### config.mk
export PLATFORM = sky130hd
export DESIGN_NAME = uart_frame_ctrl
export DESIGN_NICKNAME = d
export VERILOG_FILES = /design/src/rtl/uart_frame_pkg.sv /design/src/rtl/uart_frame_buf.sv /design/src/rtl/uart_frame_ctrl.sv
export SDC_FILE = /design/constraint.sdc
export NUM_CORES = 1
export LEC_CHECK = 0
export ABC_AREA = 1
export CORE_MARGIN = 5
export CORE_UTILIZATION = 55
export DETAILED_ROUTE_END_ITERATION = 8
export PLACE_DENSITY = 0.73
export SLEW_MARGIN = 20
export SYNTH_ARGS = -nofsm -noshare
export SYNTH_HDL_FRONTEND = slang
export SYNTH_HIERARCHICAL = 1
export SYNTH_SLANG_ARGS = --single-unit
export TNS_END_PERCENT = 50
### constraint.sdc
create_clock -name clk -period 6.1 [get_ports clk]
set_clock_uncertainty 0.05 [all_clocks]
set_input_delay 1.22 -clock clk [delete_from_list [all_inputs] [get_ports clk]]
set_output_delay 1.22 -clock clk [all_outputs]
set_load 0.02 [all_outputs]
### src/rtl/uart_frame_pkg.sv
// Shared types and constants for the UART receive-side frame controller.
package uart_frame_pkg;

  localparam logic [7:0] SOF_DEFAULT = 8'hA5;

  typedef enum logic [2:0] {
    S_IDLE,
    S_LEN,
    S_PAYLOAD,
    S_CHK,
    S_HOLD
  } frm_state_t;

  typedef struct packed {
    logic chk;
    logic len;
    logic tmo;
    logic ovf;
  } frm_err_t;

endpackage

### src/rtl/uart_frame_buf.sv
// Payload register file: one synchronous write port, one async read port, no reset.
module uart_frame_buf #(
  parameter int unsigned DEPTH = 16,
  parameter int unsigned AW    = 4
) (
  input  logic          clk,
  input  logic          wr_en_i,
  input  logic [AW-1:0] wr_addr_i,
  input  logic [7:0]    wr_data_i,
  input  logic [AW-1:0] rd_addr_i,
  output logic [7:0]    rd_data_o
);

  logic [7:0] mem_q [DEPTH];

  // Payload byte capture
  always_ff @(posedge clk) begin
    if (wr_en_i) mem_q[wr_addr_i] <= wr_data_i;
  end

  assign rd_data_o = mem_q[rd_addr_i];

endmodule

### src/rtl/uart_frame_ctrl.sv
// Frame parser: SOF | LEN | payload | CHK with length/checksum/timeout checks and a held-frame buffer.
module uart_frame_ctrl
  import uart_frame_pkg::*;
#(
  parameter logic [7:0]  SOF         = SOF_DEFAULT,
  parameter int unsigned MAX_LEN     = 16,
  parameter int unsigned TIMEOUT_CYC = 50000,
  localparam int unsigned LW = $clog2(MAX_LEN + 1),
  localparam int unsigned AW = $clog2(MAX_LEN),
  localparam int unsigned TW = $clog2(TIMEOUT_CYC)
) (
  input  logic          clk,
  input  logic          rst,
  input  logic          rx_ready,
  input  logic [7:0]    rx_data,
  output logic          frm_valid,
  output logic [LW-1:0] frm_len,
  input  logic          frm_ack,
  input  logic [AW-1:0] rd_addr,
  output logic [7:0]    rd_data,
  output logic          busy,
  output logic          err_chk,
  output logic          err_len,
  output logic          err_tmo,
  output logic          err_ovf
);

  frm_state_t    state_q, state_d;
  logic [LW-1:0] len_q, len_d;
  logic [LW-1:0] idx_q, idx_d;
  logic [7:0]    sum_q, sum_d;
  logic [TW-1:0] tmo_q, tmo_d;
  frm_err_t      err_q, err_d;
  logic          valid_q, busy_q;
  logic [LW-1:0] frm_len_q;

  logic          wr_en;
  logic [7:0]    sum_nx;
  logic          in_frame;
  logic          tmo_exp;

  // Next-state, datapath and error decode
  always_comb begin
    state_d  = state_q;
    len_d    = len_q;
    idx_d    = idx_q;
    sum_d    = sum_q;
    tmo_d    = '0;
    err_d    = '0;
    wr_en    = 1'b0;
    sum_nx   = sum_q + rx_data;
    in_frame = (state_q == S_LEN) || (state_q == S_PAYLOAD) || (state_q == S_CHK);
    // A byte in the expiry cycle wins over the timeout
    tmo_exp  = in_frame && !rx_ready && (tmo_q == TW'(TIMEOUT_CYC - 2));

    if (in_frame && !rx_ready) tmo_d = tmo_q + TW'(1);

    unique case (state_q)
      S_IDLE: begin
        if (rx_ready && (rx_data == SOF)) state_d = S_LEN;
      end
      S_LEN: begin
        if (rx_ready) begin
          if ((rx_data == 8'd0) || (32'(rx_data) > MAX_LEN)) begin
            err_d.len = 1'b1;
            state_d   = S_IDLE;
          end else begin
            len_d   = LW'(rx_data);
            idx_d   = '0;
            sum_d   = rx_data;
            state_d = S_PAYLOAD;
          end
        end
      end
      S_PAYLOAD: begin
        if (rx_ready) begin
          wr_en = 1'b1;
          idx_d = idx_q + LW'(1);
          sum_d = sum_nx;
          if ((idx_q + LW'(1)) == len_q) state_d = S_CHK;
        end
      end
      S_CHK: begin
        if (rx_ready) begin
          if (sum_nx == 8'd0) begin
            state_d = S_HOLD;
          end else begin
            err_d.chk = 1'b1;
            state_d   = S_IDLE;
          end
        end
      end
      S_HOLD: begin
        // Ack wins over a same-cycle byte; the byte is simply discarded
        if (frm_ack)       state_d   = S_IDLE;
        else if (rx_ready) err_d.ovf = 1'b1;
      end
      default: state_d = S_IDLE;
    endcase

    if (tmo_exp) begin
      err_d.tmo = 1'b1;
      state_d   = S_IDLE;
    end
  end

  // State, counters and registered outputs
  always_ff @(posedge clk or negedge rst) begin
    if (!rst) begin
      state_q   <= S_IDLE;
      len_q     <= '0;
      idx_q     <= '0;
      sum_q     <= '0;
      tmo_q     <= '0;
      err_q     <= '0;
      valid_q   <= 1'b0;
      busy_q    <= 1'b0;
      frm_len_q <= '0;
    end else begin
      state_q   <= state_d;
      len_q     <= len_d;
      idx_q     <= idx_d;
      sum_q     <= sum_d;
      tmo_q     <= tmo_d;
      err_q     <= err_d;
      valid_q   <= (state_d == S_HOLD);
      busy_q    <= (state_d == S_LEN) || (state_d == S_PAYLOAD) || (state_d == S_CHK);
      frm_len_q <= (state_d == S_HOLD) ? len_d : '0;
    end
  end

  uart_frame_buf #(
    .DEPTH (MAX_LEN),
    .AW    (AW)
  ) u_buf (
    .clk       (clk),
    .wr_en_i   (wr_en),
    .wr_addr_i (AW'(idx_q)),
    .wr_data_i (rx_data),
    .rd_addr_i (rd_addr),
    .rd_data_o (rd_data)
  );

  assign frm_valid = valid_q;
  assign frm_len   = frm_len_q;
  assign busy      = busy_q;
  assign err_chk   = err_q.chk;
  assign err_len   = err_q.len;
  assign err_tmo   = err_q.tmo;
  assign err_ovf   = err_q.ovf;

endmodule

# Yosys cells after proc, flatten, opt, wreduce, memory -nomap -nowiden
# Memory sizes are Yosys's and may differ from the RTL's.
# Cells that the tools add are included.
# W data, S select, Z words.
# classes
n_mul	0
n_lt_le_gt_ge	1
n_bitwise	0
mux	36
n_eq_ne	14
div	0
n_reduce_logical	14
addsub	3
n_shift	0
# op_table
cell	count
$mux W5	7
$mux W3	8
$mux W8	3
$add A16 B1 Y16 const B	1
$eq A16 B16 Y1 const B	1
$logic_not A8 Y1	2
$mux W16	1
$pmux W8 S2	1
$pmux W3 S5	1
$mux W1	13
$eq A3 B2 Y1 const B	4
$pmux W5 S2	1
$add A8 B8 Y8	1
$eq A8 B8 Y1 const B	1
$gt A8 B5 Y1 const B	1
$eq A3 B1 Y1 const B	2
$eq A3 B3 Y1 const B	2
$ne A2 B2 Y1 const B	3
$add A5 B1 Y5 const B	1
$eq A5 B5 Y1	1
$logic_or A1 B1 Y1	5
$reduce_and A4 Y1	1
$logic_and A1 B1 Y1	3
$logic_not A3 Y1	1
3 further kinds	3
# word_totals
regBits	48
ramBits	128
latch_bits	0
elab_cells	81
memories	1
romBits	0
# memory_table
memory	words	width	read_ports	rd_clocked_by_memory_dff	wr	line_no	rtl
u_buf.mem_q	16	8	1	0	1	uart_frame_buf.sv:14	logic [7:0] mem_q [DEPTH];

# Longest topological paths before layout
# depth
depth_word	9
mapped_depth	12

# Hierarchy
# The synthesis kept the hierarchy.
# modules_own_cells
module	instances	cells_per_inst	area_each_um2	seq_area_each_um2
uart_frame_buf	1	543	5606.6	3843.7
uart_frame_ctrl	1	373	2867.8	1201.2

# Worst setup path after synthesis
# No wires, ideal clock.
# synth_timing
path_type	input-to-output
startpoint	input port rd_addr[1]
endpoint	output port rd_data[5]
cell_stages	7
n_path_buf	2
path_slack_ps	2855
arrival_time_ps	1975
path_cell_list	buf_2 -> inv_2 -> buf_2 -> nand3_1 -> nand3_1 -> nand3_1 -> nand2_1
# synth_between
elab_chain_cells	1
# synth_lines
element	line_no	rtl
start, declared	uart_frame_ctrl.sv:19	input logic [AW-1:0] rd_addr,
$mem_v2 Z16 W8	-	
end, declared	uart_frame_ctrl.sv:20	output logic [7:0] rd_data,
# Every way passes these cells.

# Final worst setup path
# layout_timing
startpoint	input port rd_addr[2]
endpoint	output port rd_data[2]
# The elaborated chain is that of the path after synthesis.

==> flow_summary.ini <==
[outcome]
status = finished clean

[hold_path]
hp-class = flop to flop
whs_path_depth = 2

[global_routing]
grt_start_max_net_pins = 65
grt_util_all_layers = 0.215
gr-usage-met3 = 0.0499
grt_overflow = 0
gr-usage-met2 = 0.357
busiest_layer = met2
grt_first_pass_wirelength_microns = 30000
first_global_vias = 5940
antenna_found_initial = 0
grt.met1_usage = 0.278

[cells_and_area]
drive_gt1_frac = 0.0787
layout-area-overhead-vs-synth_pct = 12.5
multi_input_area_sq_um = 2610
seq_area_sq_um = 5040
nFillCells = 1261
stdcell_area_sq_um = 9540
fin_nets = 980
diodes = 0
layoutNonFillerInstCount = 1154

[synthesis]
yosysMostFrequentCell = nand2_1
yosysUniqueCellTypes = 36
synthCells = 916
synth.top_cell.area_share = 0.454
ys.flop_type = edfxtp_1
synthXorXnorAreaFrac = 0.0114
synthMuxAreaShare = 0
yosys.area_share.adder = 0.0171
synth-seq-area-share = 0.595
ys_ff_latch = 176
synth_top_family_by_area = simple AND/OR/NAND/NOR gates
synth_area_leader_cell = edfxtp_1
synth_edf_count = 128
async_flop_share = 0.273
ys_top_cells_by_area = edfxtp_1 (45%), dfrtp_1 (14%), nand2_1 (12%), nand3_1 (7.5%), inv_1 (7.2%)
synthTopCellsByCount = nand2_1 (269), inv_1 (162), edfxtp_1 (128)
syn-num-nets = 943
syn_avg_cell_area_sq_um = 9.25
yosys_warnings = 6
synth_compound_area_frac = 0.0251
synth_simple_gate_area_frac = 0.254
synth_area_sq_um = 8470

[route]
routed_via_density = 5.27
wl_microns = 18500
route.detailed.wl_per_inst_microns = 16.1
vias = 6080
drc = 0
final_antenna_net_count = 0
drtPass1Iterations = 5
drt_first_iter_violations = 521

[critical_path]
required_ns = 4.83
cp_cell_sequence = clkdlybuf4s50_1 -> inv_1 -> nand3_1 -> nand3_1 -> nand2_1 -> clkdlybuf4s50_1
rrSetupSlack_ns = 3.38
start_kind = primary input
cpMaxStageDelayCell = clkdlybuf4s50_1
slowest_delay_ns = 0.85
reg2reg_depth = 5
crit_fanout = 17
endpoint_kind = primary output
worst-setup-path-type = primary input to primary output
worst_ep_arrival_time_ns = 3.49

[cts]
cts_max_level = 4
cts_setup_buffers = 0
clk_path_buf_depth = 2
clk-insertion-delay-late_ns = 0.42
cts_made_buffers = 17
cts_root_buffer = clkbuf_16
tritoncts = built
clkTransAtPathRegs_ns = 0.07
post_cts_resized = 0
cts_hold_buf = 0
cts_sinks = 176

[pwr]
leakagePower_nw = 4.28
power_w = 0.00276
vdd_drop_max_mv = 0.178
powerDensity_nw_per_um2 = 290

[timing]
fin_crit_sh = 0.780
period_needed_ns = 4.76
setup_viol = 0
hold_viol = 0
drv_slew = 0
fmax_ghz = 0.210
relSlewSlack = 0.371
rsz0062_at_grt = no
worst_slew_pin_slew_ns = 0.941
tns_ns = 0

[floorplan]
dieArea_sq_um = 18000
ios = 35
start_util = 0.560
die_w_microns = 134
die-height_microns = 134
core_sq_um = 15100
rows = 45

[placement]
hpwl_microns = 12300
place_congestion = 0.909
dpl_cell_area_sq_um = 8930
numPortBuffers = 34
dp.cells = 1122

[flow_run]
maxCapViolCount = 0
power by group:
| group | internal (W) | switching, W |
|---|---|---|
| logic | 0.000114 | 0.000218 |
| clock network | 0.000618 | 0.000482 |
| registers | 0.00131 | 0.0000196 |
| total | 0.00204 | 0.000719 |
worst max-delay path: cells and delay by family:
kind | cells | cell delay [ns]
AND/OR/NAND/NOR | 3 | 0.40
buffers and inverters | 3 | 1.87
final timing paths:
check | startpoint | endpoint
min in group asynchronous | rst | sum_q[5]
worst min-delay path | sum_q[5] | sum_q[5]
worst min register to register | sum_q[5] | sum_q[5]
worst max-delay path | rd_addr[2] | rd_data[2]
max in group asynchronous | rst | tmo_q[6]
worst max register to register | state_q[2] | u_buf/mem_q[12][6]
sequential cells by signal, indices dropped and copies added, names as in the netlist:
name	cells
u_buf/mem_q	128
err_ovf	1
err_len	1
frm_valid	1
busy	1
idx_q	5
len_q	5
state_q	3
tmo_q	16
err_chk	1
frm_len	5
sum_q	8
err_tmo	1
cell type report:
type / count / area share
Clock inverter: 15 / 0.0182
Tap cell: 188 / 0.0247
Multi-Input combinational cell: 544 / 0.273
Inverter: 170 / 0.0672
Clock buffer: 17 / 0.0446
Timing Repair Buffer: 44 / 0.0428
Sequential cell: 176 / 0.529
kinds of logic after synthesis:
group / count (synthesis)
flip-flops: 176
XOR/XNOR: 11
adder cells (fa/ha/maj): 11
AO/OA/AOI/OAI: 37
AND/OR/NAND/NOR: 485
buffers and inverters: 196
routing by layer:
metal | part of all wire | wire length (microns) | up-vias
met5 | 0 | 0 | -
met4 | 0.025 | 469 | 0
met3 | 0.054 | 1000 | 40
met2 | 0.49 | 9110 | 185
met1 | 0.43 | 7950 | 2853
li1 | - | - | 3002
per-stage QoR:
step,util,worst slack [ns],hold WS [ns]
finish,0.630,1.34,0.430
global route,0.630,1.16,0.459
global placement,0.590,1.36,0.424
detailed placement,0.590,1.38,0.422
floorplan,-,2.85,0.396
CTS,0.629,1.38,0.437
layout by cell type, fill, tap and decap left out, types with 3 or more instances in the layout:
cell type        Yosys  layout
o21ai_0             11      11
ha_1                10      10
xor2_1               6       6
clkinvlp_4           0       4
o22ai_1              3       3
buf_4                6      11
inv_1              162     162
clkbuf_16            0      17
nand3b_1             6       6
nand4_1              6       6
nand2_2              6       6
nor4_1               3       3
nor2_2               4       4
nand2_1            269     269
xnor2_1              5       5
inv_6                0       4
a21oi_1             16      16
nor2_1              48      48
inv_8                0       4
dfrtp_1             48      48
clkdlybuf4s50_1      0      32
nor3_1               4       4
edfxtp_1           128     128
inv_2                7       7
nor2_4               7       7
nand3_1            127     127
(Power assumes the default switching activity.)
